File: config.mk
export PLATFORM = sky130hd
export DESIGN_NAME = id_hazard_ctrl_flat
export DESIGN_NICKNAME = d
export VERILOG_FILES = /design/src/rtl/id_hazard_ctrl_if.sv /design/src/rtl/id_hazard_ctrl.sv /design/src/flat_wrapper.sv
export SDC_FILE = /design/constraint.sdc
export NUM_CORES = 1
export LEC_CHECK = 0
export BUFFER_PORTS_ARGS = -buffer_cell sky130_fd_sc_hd__buf_4
export CORE_MARGIN = 3
export CORE_UTILIZATION = 50
export CTS_CLUSTER_SIZE = 12
export DETAILED_ROUTE_END_ITERATION = 8
export PLACE_DENSITY_LB_ADDON = 0.1
export SLEW_MARGIN = 20
export SYNTH_ARGS = -nofsm -noshare
export SYNTH_HDL_FRONTEND = slang
export SYNTH_SLANG_ARGS = --single-unit
export TNS_END_PERCENT = 5
File: constraint.sdc
create_clock -name clk -period 2.4 [get_ports clk]
set_input_delay 0.12 -clock clk [delete_from_list [all_inputs] [get_ports clk]]
set_output_delay 0.12 -clock clk [all_outputs]
set_load 0.05 [all_outputs]
File: src/rtl/id_hazard_ctrl_if.sv
// ID-stage hazard controller bus: pipeline register fields in, stall/flush
// controls and performance counters out.
interface id_hazard_ctrl_if #(
  parameter int CNT_W = 16
);
  logic [4:0]       IF_ID_rs;
  logic [4:0]       IF_ID_rt;
  logic             IF_ID_UseRs;
  logic             IF_ID_UseRt;
  logic             IF_ID_Branch;
  logic [4:0]       ID_EX_regres;
  logic             ID_EX_MEMRead;
  logic             ID_EX_RegWrite;
  logic [4:0]       EX_MEM_regres;
  logic             EX_MEM_MEMRead;
  logic             EX_MEM_RegWrite;
  logic             branch_taken;
  logic             PC_write;
  logic             IF_ID_write;
  logic             ID_EX_bubble;
  logic             IF_ID_flush;
  logic [CNT_W-1:0] stall_cycles;
  logic [CNT_W-1:0] flush_count;

  // Pipeline side: presents stage fields, consumes controls.
  modport master (
    output IF_ID_rs, IF_ID_rt, IF_ID_UseRs, IF_ID_UseRt, IF_ID_Branch,
           ID_EX_regres, ID_EX_MEMRead, ID_EX_RegWrite,
           EX_MEM_regres, EX_MEM_MEMRead, EX_MEM_RegWrite, branch_taken,
    input  PC_write, IF_ID_write, ID_EX_bubble, IF_ID_flush,
           stall_cycles, flush_count
  );

  // Controller side.
  modport slave (
    input  IF_ID_rs, IF_ID_rt, IF_ID_UseRs, IF_ID_UseRt, IF_ID_Branch,
           ID_EX_regres, ID_EX_MEMRead, ID_EX_RegWrite,
           EX_MEM_regres, EX_MEM_MEMRead, EX_MEM_RegWrite, branch_taken,
    output PC_write, IF_ID_write, ID_EX_bubble, IF_ID_flush,
           stall_cycles, flush_count
  );
endinterface

File: src/rtl/id_hazard_ctrl.sv
// ID-stage hazard/stall controller. Stalls on dependencies the ID forwarding
// muxes cannot cover, holds a second cycle for load->branch, squashes the
// wrong-path fetch after a taken branch, and counts stalls and flushes.
module id_hazard_ctrl #(
  parameter int CNT_W = 16
) (
  input  logic             clk,
  input  logic             rst,
  id_hazard_ctrl_if.slave  bus
);
  typedef enum logic {RUN, HOLD} state_t;

  state_t     state, state_nxt;
  logic [1:0] need;
  logic       stall;
  logic       flush;
  logic       hit_ex, hit_mem;
  logic [CNT_W-1:0] stall_cnt, flush_cnt;

  function automatic logic match(input logic [4:0] dst);
    return (dst != 5'd0) &&
           ((bus.IF_ID_UseRs && bus.IF_ID_rs == dst) ||
            (bus.IF_ID_UseRt && bus.IF_ID_rt == dst));
  endfunction

  // Stall demand: loads feeding a branch need two cycles, everything else
  // the forwarding network cannot reach needs one.
  always_comb begin
    hit_ex  = bus.ID_EX_RegWrite && match(bus.ID_EX_regres);
    hit_mem = bus.EX_MEM_RegWrite && bus.EX_MEM_MEMRead && match(bus.EX_MEM_regres);
    need    = 2'd0;
    if (bus.IF_ID_Branch) begin
      if (hit_ex && bus.ID_EX_MEMRead)       need = 2'd2;
      else if (hit_ex || hit_mem)            need = 2'd1;
    end else if (hit_ex && bus.ID_EX_MEMRead) begin
      need = 2'd1;
    end
  end

  // FSM state register.
  always_ff @(posedge clk) begin
    if (rst) state <= RUN;
    else     state <= state_nxt;
  end

  // Next state and stall/flush decode; reset forces the non-stalled outputs.
  always_comb begin
    state_nxt = RUN;
    stall     = 1'b0;
    case (state)
      RUN: begin
        stall     = (need != 2'd0);
        state_nxt = (need == 2'd2) ? HOLD : RUN;
      end
      HOLD: begin
        stall     = 1'b1;
        state_nxt = RUN;
      end
      default: begin
        stall     = 1'b0;
        state_nxt = RUN;
      end
    endcase
    if (rst) stall = 1'b0;
    // Branch outcome is meaningless while its operands are still pending.
    flush = !rst && bus.IF_ID_Branch && bus.branch_taken && !stall;
  end

  // Saturating performance counters.
  always_ff @(posedge clk) begin
    if (rst) begin
      stall_cnt <= '0;
      flush_cnt <= '0;
    end else begin
      if (stall && stall_cnt != {CNT_W{1'b1}}) stall_cnt <= stall_cnt + 1'b1;
      if (flush && flush_cnt != {CNT_W{1'b1}}) flush_cnt <= flush_cnt + 1'b1;
    end
  end

  assign bus.PC_write     = !stall;
  assign bus.IF_ID_write  = !stall;
  assign bus.ID_EX_bubble = stall;
  assign bus.IF_ID_flush  = flush;
  assign bus.stall_cycles = stall_cnt;
  assign bus.flush_count  = flush_cnt;
endmodule

File: src/flat_wrapper.sv
// flat-port wrapper written by rule: the top's interface ports become plain ports
module id_hazard_ctrl_flat 
#(
  parameter int CNT_W = 16
)
  (clk, rst, bus_IF_ID_rs, bus_IF_ID_rt, bus_IF_ID_UseRs, bus_IF_ID_UseRt, bus_IF_ID_Branch, bus_ID_EX_regres, bus_ID_EX_MEMRead, bus_ID_EX_RegWrite, bus_EX_MEM_regres, bus_EX_MEM_MEMRead, bus_EX_MEM_RegWrite, bus_branch_taken, bus_PC_write, bus_IF_ID_write, bus_ID_EX_bubble, bus_IF_ID_flush, bus_stall_cycles, bus_flush_count);
  id_hazard_ctrl_if #(.CNT_W(CNT_W)) bus_i ();
  input  logic clk;
  input  logic rst;
  input wire logic [$bits(bus_i.IF_ID_rs)-1:0] bus_IF_ID_rs;
  input wire logic [$bits(bus_i.IF_ID_rt)-1:0] bus_IF_ID_rt;
  input wire logic [$bits(bus_i.IF_ID_UseRs)-1:0] bus_IF_ID_UseRs;
  input wire logic [$bits(bus_i.IF_ID_UseRt)-1:0] bus_IF_ID_UseRt;
  input wire logic [$bits(bus_i.IF_ID_Branch)-1:0] bus_IF_ID_Branch;
  input wire logic [$bits(bus_i.ID_EX_regres)-1:0] bus_ID_EX_regres;
  input wire logic [$bits(bus_i.ID_EX_MEMRead)-1:0] bus_ID_EX_MEMRead;
  input wire logic [$bits(bus_i.ID_EX_RegWrite)-1:0] bus_ID_EX_RegWrite;
  input wire logic [$bits(bus_i.EX_MEM_regres)-1:0] bus_EX_MEM_regres;
  input wire logic [$bits(bus_i.EX_MEM_MEMRead)-1:0] bus_EX_MEM_MEMRead;
  input wire logic [$bits(bus_i.EX_MEM_RegWrite)-1:0] bus_EX_MEM_RegWrite;
  input wire logic [$bits(bus_i.branch_taken)-1:0] bus_branch_taken;
  output wire logic [$bits(bus_i.PC_write)-1:0] bus_PC_write;
  output wire logic [$bits(bus_i.IF_ID_write)-1:0] bus_IF_ID_write;
  output wire logic [$bits(bus_i.ID_EX_bubble)-1:0] bus_ID_EX_bubble;
  output wire logic [$bits(bus_i.IF_ID_flush)-1:0] bus_IF_ID_flush;
  output wire logic [$bits(bus_i.stall_cycles)-1:0] bus_stall_cycles;
  output wire logic [$bits(bus_i.flush_count)-1:0] bus_flush_count;
  assign bus_i.IF_ID_rs = bus_IF_ID_rs;
  assign bus_i.IF_ID_rt = bus_IF_ID_rt;
  assign bus_i.IF_ID_UseRs = bus_IF_ID_UseRs;
  assign bus_i.IF_ID_UseRt = bus_IF_ID_UseRt;
  assign bus_i.IF_ID_Branch = bus_IF_ID_Branch;
  assign bus_i.ID_EX_regres = bus_ID_EX_regres;
  assign bus_i.ID_EX_MEMRead = bus_ID_EX_MEMRead;
  assign bus_i.ID_EX_RegWrite = bus_ID_EX_RegWrite;
  assign bus_i.EX_MEM_regres = bus_EX_MEM_regres;
  assign bus_i.EX_MEM_MEMRead = bus_EX_MEM_MEMRead;
  assign bus_i.EX_MEM_RegWrite = bus_EX_MEM_RegWrite;
  assign bus_i.branch_taken = bus_branch_taken;
  assign bus_PC_write = bus_i.PC_write;
  assign bus_IF_ID_write = bus_i.IF_ID_write;
  assign bus_ID_EX_bubble = bus_i.ID_EX_bubble;
  assign bus_IF_ID_flush = bus_i.IF_ID_flush;
  assign bus_stall_cycles = bus_i.stall_cycles;
  assign bus_flush_count = bus_i.flush_count;
  id_hazard_ctrl #(.CNT_W(CNT_W)) u_core (.clk(clk), .rst(rst), .bus(bus_i));
endmodule
==> results.toml <==
[routing]
drc = 0
drt_first_pass_iters = 4
wire_length_reported_by_the_detailed_router_microns = 5000
dr_wl_met2_microns = 2240
wl_met3_microns = 431
metal1_wirelength_microns = 2210
antenna_violating_nets_post_route = 0
routed_length_per_placed_instance_microns = 14.3
highest_layer = "met4"
detail_route.iter0.violations = 98
detailroute.via_count = 2011
vias_per_cell = 5.76

[hold_path]
hold_class = "input pin to flop"

[yosys]
postSynth.asyncResetShare_pct = 0
yosysWarnings = 0
syn_area_per_cell_sq_um = 8.34
post_synth_inst_count = 231
ys.flop_type = "dfxtp_1"
synth_edf_count = 0
syn-cell-area_sq_um = 1930
synth_register_bits = 33
syn-num-nets = 263
synth.distinct_cells = 43
seq_area_frac_synth_pct = 34.3

[placement]
final_gp_congestion = 0.811
portBuffers = 65
placedInstanceArea_sq_um = 2480
detailed_place_hpwl_microns = 3720
placed_cells = 341

[floorplanning]
dieArea_sq_um = 4630
design.portCount = 66
die-width_microns = 68.1
core.rowCount = 21
floorplan.core_area_sq_um = 3520
initial_utilization_pct = 54.7
die_y_microns = 68.1

[clocking]
clk_root_buffer_cell = "clkbuf_8"
clock_latency_on_the_worst_skew_pair_ns = 0.29
postCtsSetupRepairBufs = 0
cts.sink_count = 33
cts_tree = "yes"
clkSlewWorstSetupHoldPaths_ns = 0.07
h-tree-depth = 2
cts_max_path_buffers = 2
cts-resized-gates = 0
cts_made_buffers = 5
cts_hold_buf = 0

[pwr]
power.sequential.fraction_pct = 44.7
power.combinational.fraction_pct = 11.3
peakVddDrop_v = 0.000371
power.switching_fraction_pct = 22.3
p_leak_nw = 1.03
power-per-cell-area_nw_per_um2 = 474
power.clock.fraction_pct = 44.0
power_switching_w = 0.000275
cellInternalPower_w = 0.000957

[sta]
timing_hold_violations_final = 0
setup_viol_count_final = 0
timing.setup.tns_ns = 0
worst_pin_slew_ns = 0.317
maxSlewViolCount = 0
final_period_minus_worst_setup_slack_ns = 2.11
maxSlewHeadroom_pct = 78.7
worst_clock_skew_ns = 0.00739
post-route-period-util_pct = 87.8
grt_setup_unrepaired = "false"
finalHoldWorstSlack_ns = 0.122
max_freq_mhz = 475

[finish]
final-instance-count-excl-fill = 349
final_design_area_no_fill_sq_um = 2600
syn_to_final_growth_pct = 35.0
final_cell_mix = "73 x buf_4, 33 x dfxtp_1, 24 x nand2_1, 20 x xnor2_1"
final_layout_size_suffix_gt1_share_pct = 28.1
n_diodes = 0
final_net_count = 334
layout.cells.most_common = "buf_4"

[worst_setup_path]
cell_breakdown_of_the_critical_path = "buf_4, or4_1, o21a_1, a22oi_1, a221o_1, clkinv_1, buf_4"
worst_path_max_delay_cell = "or4_1"
critical_path_class = "input pin to output port"
arrival_ns = 1.99
path_max_fanout = 10
timing.critical_path.slowest_cell_delay_ns = 0.51
critical_path.startpoint_type = "input pin"
critPathCaptureType = "output port"
crit_top_cell = "buf_4"
cp.required_ns = 2.28

[global_routing]
grt_first_pass_wirelength_microns = 7820
grt_overflow = 0
grt_max_degree = 27
initial_antenna_violation_count = 0
first_global_vias = 1725
grt_use_total_pct = 22.2

[status]
run_status = "completed"

[job]
cap_violations = 0
[synth_stat cells (4+ instances only)]
library cell,n,area [sq um]
nand3_1,16,80.1
or3_1,7,43.8
mux2i_1,9,90.1
nor2_1,16,60.1
or4_1,6,45.0
a21oi_1,13,65.1
inv_1,5,18.8
xnor2_1,20,175
o21ai_0,6,30.0
clkbuf_1,5,18.8
dfxtp_1,33,661
o31ai_1,6,45.0
nor3_1,4,20.0
nand2_1,24,90.1
nand4_1,15,93.8
and3_1,5,31.3
xor2_1,6,52.6
[critical path, delay by kind of cell]
family / cells / cell delay [ns]
AND/OR/NAND/NOR: 1 / 0.51
buffers and inverters: 3 / 0.68
AO/OA/AOI/OAI: 3 / 0.68
[per-layer routing]
metal  vias to the layer above  track usage (%)
met1                       923             28.8
met5                         -                0
met4                         0             9.43
met2                        80             35.1
met3                        12             5.25
li1                        996                -
[sequential cells by signal, indices dropped and copies added, names as in the netlist]
signal                   cells
u_core.bus.stall_cycles     16
u_core.bus.flush_count      16
u_core.state                 1
[kinds of logic after synthesis]
group | count (synthesis) | synth area share, %
multiplexers | 10 | 5.26
flip-flops | 33 | 34.3
buffers and inverters | 15 | 3.64
AND/OR/NAND/NOR | 107 | 29.8
AO/OA/AOI/OAI | 38 | 13.8
XOR/XNOR | 26 | 11.8
adder cells (fa/ha/maj) | 2 | 1.30
[power groups by stage]
stage / combinational, W / clock (W) / sequential [W]
6_report: 0.000139 / 0.000543 / 0.000551
3_3_place_gp: 0.000136 / 0 / 0.000563
3_5_place_dp: 0.000138 / 0 / 0.000563
2_1_floorplan: 0.0000661 / 0 / 0.000568
4_1_cts: 0.000139 / 0.000555 / 0.000551
5_1_grt: 0.000149 / 0.000575 / 0.000551
[worst paths after layout]
path | start | to | slack, ns | cells after the start
setup / recovery | bus_ID_EX_regres[0] | bus_ID_EX_bubble | 0.29 | 7
hold / removal | bus_IF_ID_Branch | u_core.state | 0.12 | 2
setup reg to reg | u_core.bus.flush_count[7] | u_core.bus.flush_count[1] | 0.35 | 8
hold reg to reg | u_core.state | u_core.state | 0.46 | 1
[layout make-up]
type | instances | area, sq um
multi-input cells | 183 | 1190
fillers | 282 | 921
flip-flops and latches | 33 | 661
repair buffers | 73 | 548
clock buffers | 7 | 86.3
well taps | 46 | 57.6
clock inverters | 1 | 30.0
inverters | 6 | 22.5
[metrics by stage]
step                      utilization (%)  setup WS (ns)  power, W
after floorplan                         -        -0.0117  0.000634
after global placement               70.5          0.198  0.000699
after detailed placement             70.5          0.146  0.000701
after CTS                            73.8          0.298   0.00124
after global routing                 73.8          0.158   0.00128
final                                73.8          0.294   0.00123
Note: power is estimated with default switching activity, not from simulation.
